[config.mk]
export PLATFORM = sky130hd
export DESIGN_NAME = multiword_add_sequencer
export DESIGN_NICKNAME = d
export VERILOG_FILES = /design/src/rtl/ks_pkg.sv /design/src/rtl/kogge_stone_adder.sv /design/src/rtl/multiword_add_sequencer.sv
export SDC_FILE = /design/constraint.sdc
export NUM_CORES = 1
export LEC_CHECK = 0
export ABC_AREA = 1
export CORE_UTILIZATION = 56
export DETAILED_ROUTE_END_ITERATION = 8
export DONT_BUFFER_PORTS = 1
export PLACE_DENSITY = 0.73
export SLEW_MARGIN = 30
export SYNTH_ARGS = -nofsm -noshare
export SYNTH_HDL_FRONTEND = slang
export SYNTH_SLANG_ARGS = --single-unit
export TNS_END_PERCENT = 20
[constraint.sdc]
create_clock -name clk -period 3.6 [get_ports clk]
set_clock_uncertainty 0.1 [all_clocks]
set_input_delay 0.72 -clock clk [delete_from_list [all_inputs] [get_ports clk]]
set_output_delay 0.72 -clock clk [all_outputs]
set_load 0.01 [all_outputs]
[src/rtl/ks_pkg.sv]
// Shared types for the multiword add sequencer: FSM state and the default-width output record.
package ks_pkg;

  localparam int KS_WIDTH     = 16;
  localparam int KS_MAX_WORDS = 4;
  localparam int KS_IDX_W     = $clog2(KS_MAX_WORDS);

  typedef enum logic {FIRST, MID} seq_state_t;

  // Output record at the package default width; the top declares the same shape at its own WIDTH.
  typedef struct packed {
    logic [KS_WIDTH-1:0] sum;
    logic [KS_IDX_W-1:0] idx;
    logic                last;
    logic                cout;
    logic                ovf;
    logic                err;
  } out_rec_t;

endpackage

[src/rtl/kogge_stone_adder.sv]
// Combinational parallel-prefix (Kogge-Stone) adder with carry-in and carry-out.
module kogge_stone_adder #(
  parameter int WIDTH = 16
) (
  input  logic [WIDTH-1:0] a,
  input  logic [WIDTH-1:0] b,
  input  logic             cin,
  output logic [WIDTH-1:0] sum,
  output logic             cout
);

  logic [WIDTH-1:0] prop;
  logic [WIDTH-1:0] carries;

  assign prop = a ^ b;

  // Prefix tree: after log2(WIDTH) levels, carries[i] is the carry out of bit i.
  always_comb begin
    logic [WIDTH-1:0] g, p, g_n, p_n;
    // cin folds into bit 0 generate so the tree needs no extra column
    g = (a & b) | {{(WIDTH-1){1'b0}}, prop[0] & cin};
    p = prop;
    for (int d = 1; d < WIDTH; d = d * 2) begin
      g_n = g;
      p_n = p;
      for (int i = d; i < WIDTH; i++) begin
        g_n[i] = g[i] | (p[i] & g[i-d]);
        p_n[i] = p[i] & p[i-d];
      end
      g = g_n;
      p = p_n;
    end
    carries = g;
  end

  assign sum  = prop ^ {carries[WIDTH-2:0], cin};
  assign cout = carries[WIDTH-1];

endmodule

[src/rtl/multiword_add_sequencer.sv]
// Streaming multi-precision add/sub: one word pair per beat, LS word first, registered carry chain.
module multiword_add_sequencer
  import ks_pkg::*;
#(
  parameter int WIDTH     = 16,
  parameter int MAX_WORDS = 4,
  parameter int IDX_W     = $clog2(MAX_WORDS)
) (
  input  logic             clk,
  input  logic             rst,
  input  logic             in_valid,
  output logic             in_ready,
  input  logic [WIDTH-1:0] in_a,
  input  logic [WIDTH-1:0] in_b,
  input  logic             in_last,
  input  logic             in_cin,
  input  logic             in_sub,
  output logic             out_valid,
  input  logic             out_ready,
  output logic [WIDTH-1:0] out_sum,
  output logic [IDX_W-1:0] out_idx,
  output logic             out_last,
  output logic             out_cout,
  output logic             out_ovf,
  output logic             out_err
);

  typedef struct packed {
    logic [WIDTH-1:0] sum;
    logic [IDX_W-1:0] idx;
    logic             last;
    logic             cout;
    logic             ovf;
    logic             err;
  } rec_t;

  seq_state_t       state_q;
  logic             carry_q;
  logic             sub_q;
  logic [IDX_W-1:0] idx_q;
  rec_t             out_q;
  logic             out_valid_q;

  logic             accept;
  logic             first;
  logic             sub_eff;
  logic             cin_eff;
  logic [WIDTH-1:0] b_eff;
  logic [WIDTH-1:0] sum;
  logic             cout;
  logic             at_max;
  logic             eff_last;
  rec_t             rec_d;

  assign in_ready = !out_valid_q || out_ready;
  assign accept   = in_valid && in_ready;

  // Operand conditioning: packet-level controls come from the beat itself only on the first word.
  always_comb begin
    first   = (state_q == FIRST);
    sub_eff = first ? in_sub : sub_q;
    cin_eff = first ? (in_sub | in_cin) : carry_q;
    b_eff   = sub_eff ? ~in_b : in_b;
  end

  kogge_stone_adder #(
    .WIDTH(WIDTH)
  ) u_adder (
    .a   (in_a),
    .b   (b_eff),
    .cin (cin_eff),
    .sum (sum),
    .cout(cout)
  );

  // Result record for the beat currently offered; flags are only reported on the final word.
  always_comb begin
    at_max      = (idx_q == IDX_W'(MAX_WORDS - 1));
    eff_last    = in_last || at_max;
    rec_d       = '0;
    rec_d.sum   = sum;
    rec_d.idx   = idx_q;
    rec_d.last  = eff_last;
    rec_d.cout  = eff_last & cout;
    rec_d.ovf   = eff_last & (in_a[WIDTH-1] ^ b_eff[WIDTH-1] ^ sum[WIDTH-1] ^ cout);
    rec_d.err   = at_max && !in_last;
  end

  // Packet sequencing: carry, index and subtract mode advance on every accepted beat.
  always_ff @(posedge clk or posedge rst) begin
    if (rst) begin
      state_q <= FIRST;
      carry_q <= 1'b0;
      sub_q   <= 1'b0;
      idx_q   <= '0;
    end else if (accept) begin
      if (first) sub_q <= in_sub;
      if (eff_last) begin
        state_q <= FIRST;
        carry_q <= 1'b0;
        idx_q   <= '0;
      end else begin
        state_q <= MID;
        carry_q <= cout;
        idx_q   <= idx_q + IDX_W'(1);
      end
    end
  end

  // Output register: load on accept, drop valid on a take with no new beat, otherwise hold.
  always_ff @(posedge clk or posedge rst) begin
    if (rst) begin
      out_valid_q <= 1'b0;
      out_q       <= '0;
    end else if (accept) begin
      out_valid_q <= 1'b1;
      out_q       <= rec_d;
    end else if (out_ready) begin
      out_valid_q <= 1'b0;
    end
  end

  assign out_valid = out_valid_q;
  assign out_sum   = out_q.sum;
  assign out_idx   = out_q.idx;
  assign out_last  = out_q.last;
  assign out_cout  = out_q.cout;
  assign out_ovf   = out_q.ovf;
  assign out_err   = out_q.err;

endmodule

==> flow_summary_export.csv <==
group,metric,value,unit
clocking,clk_pin_slew_worst_paths,0.09,ns
timing,finalCritPeriodShare,73.7,%
logic_synthesis,async_flop_share,100,%
die,placementRows,22,
pwr,p_leak,0.00123,µW
layout,drive_gt1_share,6.77,%
layout,layout.area.seq,701,µm²
logic_synthesis,netlist_area,2210,µm²
detailed_routing,vias,1829,
worst_hold_path,hold_path_class,"in -> async",
timing,fin_setup_tns,0,ns
status,status,"completed",
layout,stdcell_count,358,
clocking,clock_latency,0.26,ns
timing,worst_slew_pin_slew,0.578,ns
clocking,ctsRootBufferMaster,"clkbuf_8",
layout,area_growth,3.34,%
logic_synthesis,syn_area_per_cell,7.11,µm²
die,die_area,4200,µm²
placed_design,port_buffers,0,
timing,rsz0062_at_grt,"no",
global_routing,grt_pass1_vias,1739,
placed_design,dpl.cell_count,355,
detailed_routing,first_pass_iters,4,
pwr,ir_drop,309,µV
critical_path,reg2reg_slack,0.98,ns
global_routing,antenna_found_initial,0,
die,io_pins,63,
placed_design,dp_hpwl,3.52,mm
logic_synthesis,synthTopCellsByCount,"111 x nand2_1, 44 x inv_1, 28 x dfrtp_1",
logic_synthesis,synth_area_leaders,"dfrtp_1 32%, nand2_1 19%, xnor2_1 9.1%, ha_1 9.1%, inv_1 7.5%",
timing,finalCriticalPeriod,2.65,ns
clocking,cts_buffers,3,
timing,report.final.slew_viol_count,0,
timing,setup_viol,0,
detailed_routing,viasPerCell,5.11,
logic_synthesis,ys_types,25,
flow_run,max-cap-violations,0,
clocking,cts_buffer_depth,2,
logic_synthesis,synth-seq-cells,28,
logic_synthesis,yosys.cell_count.top_type,"nand2_1",
clocking,ctsHoldBuffers,0,
critical_path,critPathArrivalTime,2.71,ns
clocking,cts_sinks,28,
global_routing,track_usage,22.3,%
die,die_height,64.8,µm
detailed_routing,first_iter_violations,67,
global_routing,grt_max_degree,29,
logic_synthesis,yosys_warnings,0,
critical_path,worstSetupPathType,"in -> reg",
logic_synthesis,syn_inst,311,
clocking,cts_max_level,1,
die,initial_utilization,59.5,%
detailed_routing,drtAntennaViolNets,0,
clocking,cts_resized,0,
detailed_routing,wl_per_cell,12.1,µm
timing,max_clock_freq,377,MHz
detailed_routing,wirelength,4.34,mm
placed_design,gp_congestion,0.863,
global_routing,grt-ovfl-total,0,
pwr,power_density,743,nW/µm²
die,core,3720,µm²
critical_path,required,3.66,ns
critical_path,cp_max_fo,4,
layout,final_nets,369,
logic_synthesis,ys_seq_area_share,31.7,%
timing,hold_viol,0,
global_routing,grt_pass1_wl,7.40,mm
logic_synthesis,yosys.area.top_type,"dfrtp_1",
logic_synthesis,synth_enable_flop_cells,0,
critical_path,cp-start-kind,"input pin",
critical_path,end_kind,"flip-flop",
layout,multi_input_area,1290,µm²
layout,n_fill_cell,373,
layout,post-route-util,61.5,%
logic_synthesis,syn_nets,368,
layout,num_antenna_cells,0,
detailed_routing,drc,0,
timing,slew_headroom,61.4,%
clocking,cts_tree,"done",
logic_synthesis,synth_ff_type,"dfrtp_1",
clocking,cts_setup_buffers,0,
logic_synthesis,synth_top_area_share,31.7,%
die,dieWidth,64.8,µm
-- routing by layer --
layer / global-route usage (%) / vias to the layer above / part of all wire (%)
li1: - / 964 / -
met1: 30.0 / 804 / 47
met2: 37.2 / 59 / 45
met3: 2.64 / 2 / 7.4
met4: 6.67 / 0 / 0.90
met5: 0 / - / 0
-- cells by family (layout without fill, tap and decap cells) --
logic type	after synthesis	after routing	synth area share (%)
compound gates	31	31	8.15
xor+xnor	23	23	9.11
fa+ha+maj	18	18	10.9
buf+inv	52	51	9.73
flops	28	28	31.7
simple gates	159	159	30.4
-- sequential cells by signal (all words and copies together), names as in the netlist --
signal and cells:
sub_q 1, out_cout 1, out_valid 1, idx_q 2
out_ovf 1, state_q 1, out_idx 2, carry_q 1
out_err 1, out_last 1, out_sum 16
-- worst max-delay path, cell delays in order --
cell and delay [ns]:
or2_1 0.24, o21ai_4 0.08, xnor2_1 0.10, fa_1 0.43, fa_1 0.44, nand2_2 0.11, nand2_1 0.05, nand3_1 0.09
nand2_2 0.09, a21oi_1 0.18, nand2_1 0.07, nand3_1 0.07, nand2_1 0.05
-- final timing paths --
kind	start	to	cells past startpoint
worst max-delay path	in_sub	out_ovf$_DFFE_PP0P_	13
worst min-delay path	rst	out_sum[11]$_DFFE_PP0P_	1
worst max register to register	state_q$_DFFE_PP0P_	out_ovf$_DFFE_PP0P_	13
worst min register to register	out_err$_DFFE_PP0P_	out_err$_DFFE_PP0P_	2
max in group asynchronous	rst	out_sum[6]$_DFFE_PP0P_	1
min in group clk	out_err$_DFFE_PP0P_	out_err$_DFFE_PP0P_	2
-- final cells by class --
| class | count | area share, % |
|---|---|---|
| Clock buffer | 3 | 1.81 |
| Inverter | 46 | 7.56 |
| Multi-Input combinational cell | 231 | 56.7 |
| Sequential cell | 28 | 30.7 |
| Tap cell | 48 | 2.63 |
| Timing Repair Buffer | 2 | 0.657 |
-- power breakdown --
part	internal [µW]	switching (µW)	leakage, µW
Sequential	446	142	0.000345
Clock	74.8	88.8	0.0000216
Combinational	376	570	0.000867
-- placed cells by master (no fill, tap or decap), drive strengths merged, types with 2 or more instances in the layout --
master and n:
o21ai 12, nor2 15, a21oi 15, nand2 120, inv 46, o21bai 2
nand3b 5, buf 2, clkbuf 3, nor3 4, dfrtp 28, ha 16
xnor2 23, fa 2, nand3 14
-- per-stage QoR --
step / setup WS, ns / hold WS [ns] / instance area [µm²] / power [µW]
after floorplan: 0.537 / 0.411 / 2210 / 1360
after global placement: 0.714 / 0.431 / 2240 / 1520
after detailed placement: 0.679 / 0.433 / 2240 / 1540
after CTS: 0.951 / 0.305 / 2280 / 1710
after global routing: 0.782 / 0.325 / 2280 / 1880
final: 0.947 / 0.289 / 2280 / 1700
Power figures use the tool's default switching activity.
